`src/rtl/stopwatch_pkg.sv`:
```
// Shared types and constants for the stopwatch front-panel control.
// Holds the controller state encoding and the default debounce length.
package stopwatch_pkg;

  typedef enum logic [1:0] {
    IDLE    = 2'd0,
    RUNNING = 2'd1,
    PAUSED  = 2'd2
  } state_t;

  localparam int DEBOUNCE_CYCLES_DEFAULT = 200_000;

endpackage

```
`src/rtl/button_debounce.sv`:
```
// Raw button conditioning: 2-flop synchroniser, debounce counter and a
// registered one-cycle press pulse on each accepted 0->1 level change.
// Ports: clk, rst (sync, active-high), btn (raw), press (pulse out).
module button_debounce
  import stopwatch_pkg::*;
#(
  parameter int DEBOUNCE_CYCLES = DEBOUNCE_CYCLES_DEFAULT
) (
  input  logic clk,
  input  logic rst,
  input  logic btn,
  output logic press
);

  localparam int CW = $clog2(DEBOUNCE_CYCLES);
  localparam logic [CW-1:0] CMAX = CW'(DEBOUNCE_CYCLES - 1);

  logic          sync1;
  logic          sync2;
  logic          level;
  logic          level_q;
  logic [CW-1:0] cnt;

  always_ff @(posedge clk) begin
    if (rst) begin
      sync1   <= 1'b0;
      sync2   <= 1'b0;
      level   <= 1'b0;
      level_q <= 1'b0;
      cnt     <= '0;
      press   <= 1'b0;
    end else begin
      sync1   <= btn;
      sync2   <= sync1;
      level_q <= level;
      press   <= level & ~level_q;
      // Any agreeing cycle restarts the stability window.
      if (sync2 == level) begin
        cnt <= '0;
      end else if (cnt == CMAX) begin
        level <= ~level;
        cnt   <= '0;
      end else begin
        cnt <= cnt + 1'b1;
      end
    end
  end

endmodule

```
`src/rtl/stopwatch_ctrl.sv`:
```
// Stopwatch front-panel control: debounced start/stop and clear buttons
// drive an IDLE/RUNNING/PAUSED FSM producing timer enable and BCD clear.
// Ports: clk, rst (sync, active-high), start_stop_btn, clear_btn (raw),
// enable, clear (1-cycle pulse), state[1:0], lap_hold (STOPWATCH_LAP_EN).
module stopwatch_ctrl
  import stopwatch_pkg::*;
#(
  parameter int DEBOUNCE_CYCLES = DEBOUNCE_CYCLES_DEFAULT
) (
  input  logic       clk,
  input  logic       rst,
  input  logic       start_stop_btn,
  input  logic       clear_btn,
  output logic       enable,
  output logic       clear,
`ifdef STOPWATCH_LAP_EN
  output logic       lap_hold,
`endif
  output logic [1:0] state
);

  logic   ss_p;
  logic   clr_p;
  state_t st_q;
  state_t st_d;
  logic   clear_d;
  logic   en_d;

  button_debounce #(
    .DEBOUNCE_CYCLES(DEBOUNCE_CYCLES)
  ) u_ss (
    .clk  (clk),
    .rst  (rst),
    .btn  (start_stop_btn),
    .press(ss_p)
  );

  button_debounce #(
    .DEBOUNCE_CYCLES(DEBOUNCE_CYCLES)
  ) u_clr (
    .clk  (clk),
    .rst  (rst),
    .btn  (clear_btn),
    .press(clr_p)
  );

`ifdef STOPWATCH_LAP_EN
  logic lap_d;
`endif

  // Outputs are registered from next-state so they move with state.
  always_ff @(posedge clk) begin
    if (rst) begin
      st_q   <= IDLE;
      enable <= 1'b0;
      clear  <= 1'b0;
`ifdef STOPWATCH_LAP_EN
      lap_hold <= 1'b0;
`endif
    end else begin
      st_q   <= st_d;
      enable <= en_d;
      clear  <= clear_d;
`ifdef STOPWATCH_LAP_EN
      lap_hold <= lap_d;
`endif
    end
  end

  // Clear beats start/stop when stopped; start/stop beats clear
  // while running.
  always_comb begin
    st_d = st_q;
    unique case (st_q)
      IDLE: begin
        if (!clr_p && ss_p) st_d = RUNNING;
      end
      RUNNING: begin
        if (ss_p) st_d = PAUSED;
      end
      PAUSED: begin
        if (clr_p)     st_d = IDLE;
        else if (ss_p) st_d = RUNNING;
      end
      default: st_d = IDLE;
    endcase
  end

  always_comb begin
    en_d    = (st_d == RUNNING);
    clear_d = clr_p && (st_q == IDLE || st_q == PAUSED);
`ifdef STOPWATCH_LAP_EN
    lap_d = lap_hold;
    if (st_q == RUNNING && clr_p && !ss_p) lap_d = ~lap_hold;
    if (st_d == IDLE) lap_d = 1'b0;
`endif
  end

  assign state = st_q;

endmodule

```
`config.mk`:
```
export PLATFORM = sky130hd
export DESIGN_NAME = stopwatch_ctrl
export DESIGN_NICKNAME = d
export VERILOG_FILES = /design/src/rtl/stopwatch_pkg.sv /design/src/rtl/button_debounce.sv /design/src/rtl/stopwatch_ctrl.sv
export SDC_FILE = /design/constraint.sdc
export NUM_CORES = 1
export LEC_CHECK = 0
export CELL_PAD_IN_SITES_DETAIL_PLACEMENT = 1
export CELL_PAD_IN_SITES_GLOBAL_PLACEMENT = 2
export CORE_MARGIN = 2
export CORE_UTILIZATION = 35
export CTS_BUF_LIST = sky130_fd_sc_hd__clkbuf_2
export DETAILED_ROUTE_END_ITERATION = 6
export PLACE_DENSITY_LB_ADDON = 0.1
export SYNTH_ARGS = -nofsm -noshare
export SYNTH_HDL_FRONTEND = slang
export SYNTH_SLANG_ARGS = --single-unit
```
`constraint.sdc`:
```
create_clock -name clk -period 1.92 [get_ports clk]
set_input_delay 0.288 -clock clk [delete_from_list [all_inputs] [get_ports clk]]
set_output_delay 0.288 -clock clk [all_outputs]
set_load 0.01 [all_outputs]
```
# Yosys cells after proc, flatten, opt, wreduce, memory -nomap -nowiden
# Cells that the tools add are included.
[word_totals]
register_bits = 50
word_cells = 46
input_bits = 4
[classes]
eq_ne = 7
n_reduce_logical = 9
bitwise_logic = 8
addsub = 2
mux = 5
[ops]
columns = ["op", "n"]
rows = [
  ["18-bit by 1-bit adder with 18-bit output, second input constant", 2],
  ["18-bit == test, second input constant", 2],
  ["2-bit two-way mux", 4],
  ["1-bit inverter", 6],
  ["2-bit case mux with 3 select lines", 1],
  ["3-bit OR reduction", 2],
  ["2-bit by 1-bit == test with 1-bit output, second input constant", 2],
  ["2-bit AND reduction", 2],
  ["1-bit bitwise AND", 2],
  ["1-bit == test", 2],
  ["2-bit == test, second input constant", 1],
  ["1-bit logical AND", 2],
  ["2-bit zero test", 1],
  ["1-bit zero test", 1],
  ["1-bit logical OR", 1],
]

# Longest topological paths before layout
[depth]
depth_word = 5
ltp_mapped = 7

# Modules after synthesis
# A second synthesis with hierarchy kept.
[unflattened]
cells_unflattened = 226
hier_area_um2 = 2174.6
[modules_own_cells]
columns = ["module", "cells_each", "instances", "area_per_inst_um2", "seq_area_each_um2"]
rows = [
  ["button_debounce", 107, 2, 1018.5, 460.4],
  ["stopwatch_ctrl", 12, 1, 137.6, 80.1],
]

# Worst setup path before layout
# OpenSTA, ideal clock, no wires.
[synth_timing]
path_kind = "reg2reg"
start = "reg u_ss.cnt[0]"
end = "reg u_ss.cnt[13]"
n_path_buf = 1
path_stages_with_launch = 7
required_time_ns = 1.805
t_arrival_ns = 1.526
slack_ns = 0.279
cell_sequence = "dfxtp_1 > ha_1 > and3_1 > nand3_1 > o31ai_4 > buf_4 > nor2_1"
[synth_between]
elab_chain_len = 2
[synth_rtl]
columns = ["element", "line_no", "rtl"]
rows = [
  ["from (decl)", "button_debounce.sv:22", "logic [CW-1:0] cnt;"],
  ["from (signal assigned)", "button_debounce.sv:44", "cnt <= cnt + 1'b1;"],
  ["branches (longest 2 deep; another with 18-bit by 1-bit adder with 18-bit output)", "-", ""],
]
# Parallel ways; which one is timed is not known.
# A chain may end at the register's enable or synchronous reset.

# Worst setup path in the final report
[layout_timing]
start = "reg st_q[0], in the netlist state[0]"
end = "out state[0]"
[layout_rtl]
columns = ["element", "line_no", "rtl"]
rows = [
  ["from (decl)", "stopwatch_ctrl.sv:24", "state_t st_q;"],
  ["from (signal assigned)", "stopwatch_ctrl.sv:61", "st_q <= st_d;"],
  ["to (decl)", "stopwatch_ctrl.sv:19", "output logic [1:0] state"],
]
# No word-level cell between the ends.

==> results <==
- The run finished with clean final reports.
- The H-tree level count is 2.
- The register area share after synthesis is 0.479.
- The number of instances on the worst hold path is 2.
- Clock skew on the completed layout was measured at 0.0258 ns.
- Dividing total power by cell area gives a power density of 677 nW/um^2.
- The floorplan die area is 6600 um^2.
- The final layout contains 245 nets.
- The synthesized design spends more area on one cell type than any other, namely dfxtp_1.
- The most common cell in the synthesized netlist is dfxtp_1.
- The die boundary height is 81.2 um.
- The count of input and output buffers is 7.
- The area of the core is 5850 um^2.
- The sort of element at the start of the critical path is a flop.
- The mapped netlist covers 2090 um^2.
- The setup-violating endpoint count in the final report is 0.
- Wires add up to 4.23 mm.
- Of the post-synthesis cell area, the dominant cell type holds 0.479.
- After synthesis, the share of flip-flops with an asynchronous set or reset is 0.
- The final global-route overflow total is 0.
- Registers take 1000 um^2.
- The first global-routing pass estimated 7.18 mm of wire.
- The routability congestion estimate is 0.741.
- Setup repair after global routing left no endpoint under its margin.
- Summing internal, switching and leakage power gives 1.56 mW.
- The leakage power figure is 0.689 nW.
- On the worst path, the slowest cell contributes a delay of 0.57 ns.
- The worst ir drop on vdd is 0.257 mV.
- The post-cts sizing count is 0.
- The total nets after synthesis is 231.
- The total area of multi-input combinational cells is 998 um^2.
- Traced cell by cell, the critical path runs through clkdlybuf4s50_1.
- The proportion of layout cells with a drive suffix above 1 is 0.0917.
- Counting both buffers and inverters, the worst setup path holds a total of 1.
- The row count is 28.
- The initial core utilization is 0.357.
- The number of vias after detailed routing is 1573.
- The netlist uses 36 different library cells.
- The final instance count without filler cells is 315.
- The number of synthesized register bits is 50.
- The number of instances in the synthesized netlist is 225.
- The cell type of the slowest stage on the worst timing path is clkdlybuf4s50_1.
- A synthesized cell averages 9.28 um^2.
- The horizontal die dimension is 81.2 um.
- The class of the most critical setup path is reg2out.
- The clock latency on the worst-skew pair is 0.44 ns.
- The worst min-delay path category is in2reg.
- The number of synthesized flops with an enable pin is 0.
- The smallest clock period supported by the final layout is computed as 1.77 ns.
- Among all flip-flop cells after synthesis, the most frequent one is dfxtp_1.
- In the post-synthesis netlist, the biggest area contributors are dfxtp_1, xnor2_1, nor2_1.
- The clock net in this run drives a total of 50 sinks.
- At the end of the flow the core is filled with cells to 0.393.
- Once the clock tree was built, the setup fixing pass inserted 0 buffers.
- The number of ports placed on the die boundary is 8.
- Across the run, the number of max-cap violations was 0.
- The achievable frequency is 564 MHz.
- Yosys printed 0 warnings.
- No sink is reached through more buffers than the 2 on the longest clock path.
- Entering global routing, the biggest net connects 19 pins.
- After synthesis, the most frequently instantiated cells are dfxtp_1, nor2_1, xnor2_1.
- For this design, the CTS-stage hold fixing added 0 buffers.
- The count of pins over their slew limit is 0.
- STA classifies the critical path endpoint as a primary output.
- The total count of hold-check failures in the final report is 0.
- The final period utilization is 0.923.
- Fill cells in the final layout number 672.
- The kind of cell with the highest combined delay along the critical path is buffers and inverters.
- The summed negative setup slack over all endpoints is 0 ns.
- The overall global routing resource usage is 0.141.
- The top fanout value on the critical path is 5.
- The diode insertion count for antenna repair is 0.
- Clock tree synthesis inserted a total of 5 buffers.
- The count of antenna-violating nets left after detailed routing is 0.
- The number of vias per cell is 4.99.
- The count of routing violations after the opening detailed-route iteration is 75.
- TritonCTS built the clock tree.
- The via count of the first global-routing pass came to 1597.
- The number of detailed-routing iterations run before antenna repair is 4.
- The worst pin sits at a relative slew slack of 0.710.
- From synthesis to final layout, the design area changed by 10.1%.
- For the pin with the worst max-slew slack, the measured transition is 0.432 ns.
- The signal arrival time at the worst endpoint is 1.48 ns.
- The count of cell instances traversed by the critical path is 1.
- The number of cells after detailed placement is 306.
- The CTS clock-pin slew for the worst setup and hold paths is 0.28 ns.
- The remaining routing DRC violations is 0.
- The post-detailed-placement half-perimeter wirelength is 3.14 mm.
- The path depth of the worst reg2reg path is 5.
- The worst register-to-register path has a setup slack of 0.19 ns.
- The buffer type at the clock tree root is clkbuf_2.
- In the final routed layout, each cell accounts on average for 13.4 um.
- The data required time at the worst endpoint is 1.63 ns.
- The initial antenna violation count is 0.
[worst register-to-register path, cell delays in order, from the launching register on]
cell	delay, ns
dfxtp_1	0.45
ha_1	0.23
nand3_2	0.22
nor3_2	0.24
a311o_2	0.42
nor2_1	0.10
[report_power, final]
group / switching, mW / internal (mW) / leakage, nW
clock network: 0.367 / 0.108 / 0.0355
registers: 0.00310 / 1.05 / 0.404
logic: 0.0147 / 0.0163 / 0.250
total: 0.385 / 1.17 / 0.689
[metal layers]
metal	GRT usage	vias to the layer above	routed length, um
met2	0.237	11	2060
met1	0.172	762	2000
met3	0.0378	8	97
met4	0.0559	0	76
li1	-	792	-
met5	0	-	0
[cells by family after synthesis]
family | Yosys count | share of synthesized area
adders and majority gates | 2 | 0.0120
buffers and inverters | 16 | 0.0425
muxes | 2 | 0.00959
DFF | 50 | 0.479
AOI/OAI and AO/OA | 8 | 0.0330
xor gates and xnor gates | 32 | 0.134
and+or+nand+nor | 115 | 0.289
[per-stage QoR]
stage          worst slack (ns)  instance area [um^2]  hold slack, ns
2_1_floorplan             0.279                  2090           0.368
3_3_place_gp              0.200                  2240           0.375
3_5_place_dp              0.128                  2240           0.381
4_1_cts                  0.0609                  2290           0.314
5_1_grt                  0.0255                  2300           0.289
6_report                  0.147                  2300           0.353
[layout by cell type, fill, tap and decap left out]
master,synthesis,routed
buf_4,1,6
nor3b_1,2,2
nor2_1,42,42
nand2b_1,4,4
xor2_1,6,6
o31ai_1,1,1
nand3b_1,2,2
mux2i_1,2,2
nand4_1,11,11
clkbuf_2,1,5
nor4b_1,2,2
nor3_2,1,1
and3_2,1,1
and4_1,1,1
clkinv_4,0,1
ha_1,2,2
dfxtp_1,50,50
o31ai_4,1,1
and3_1,1,1
or4_1,1,1
nand3_1,7,7
nand4_2,1,1
clkdlybuf4s50_1,0,7
inv_6,0,1
nand2_1,10,10
nor4_1,12,12
and4_2,1,1
nor3_1,10,10
or4b_1,1,1
nor2b_1,4,4
a31o_2,1,1
a311o_2,1,1
inv_8,0,1
nand3_2,1,1
a21oi_1,4,4
xnor2_1,26,26
inv_1,10,10
[layout make-up]
type | count | area share
well taps | 75 | 0.0408
inverters | 10 | 0.0163
multi-input cells | 159 | 0.434
flip-flops and latches | 50 | 0.435
clock buffers | 5 | 0.0109
clock inverters | 3 | 0.0125
repair buffers | 13 | 0.0501
[path summary, 6_finish.rpt]
check / startpoint / end
worst min-delay path: start_stop_btn / u_ss.sync1
worst min register to register: u_clr.level_q / u_clr.press
worst max register to register: u_clr.cnt[0] / u_clr.cnt[3]
worst max-delay path: state[0] / state[0]
Note: power is estimated with default switching activity, not from simulation.
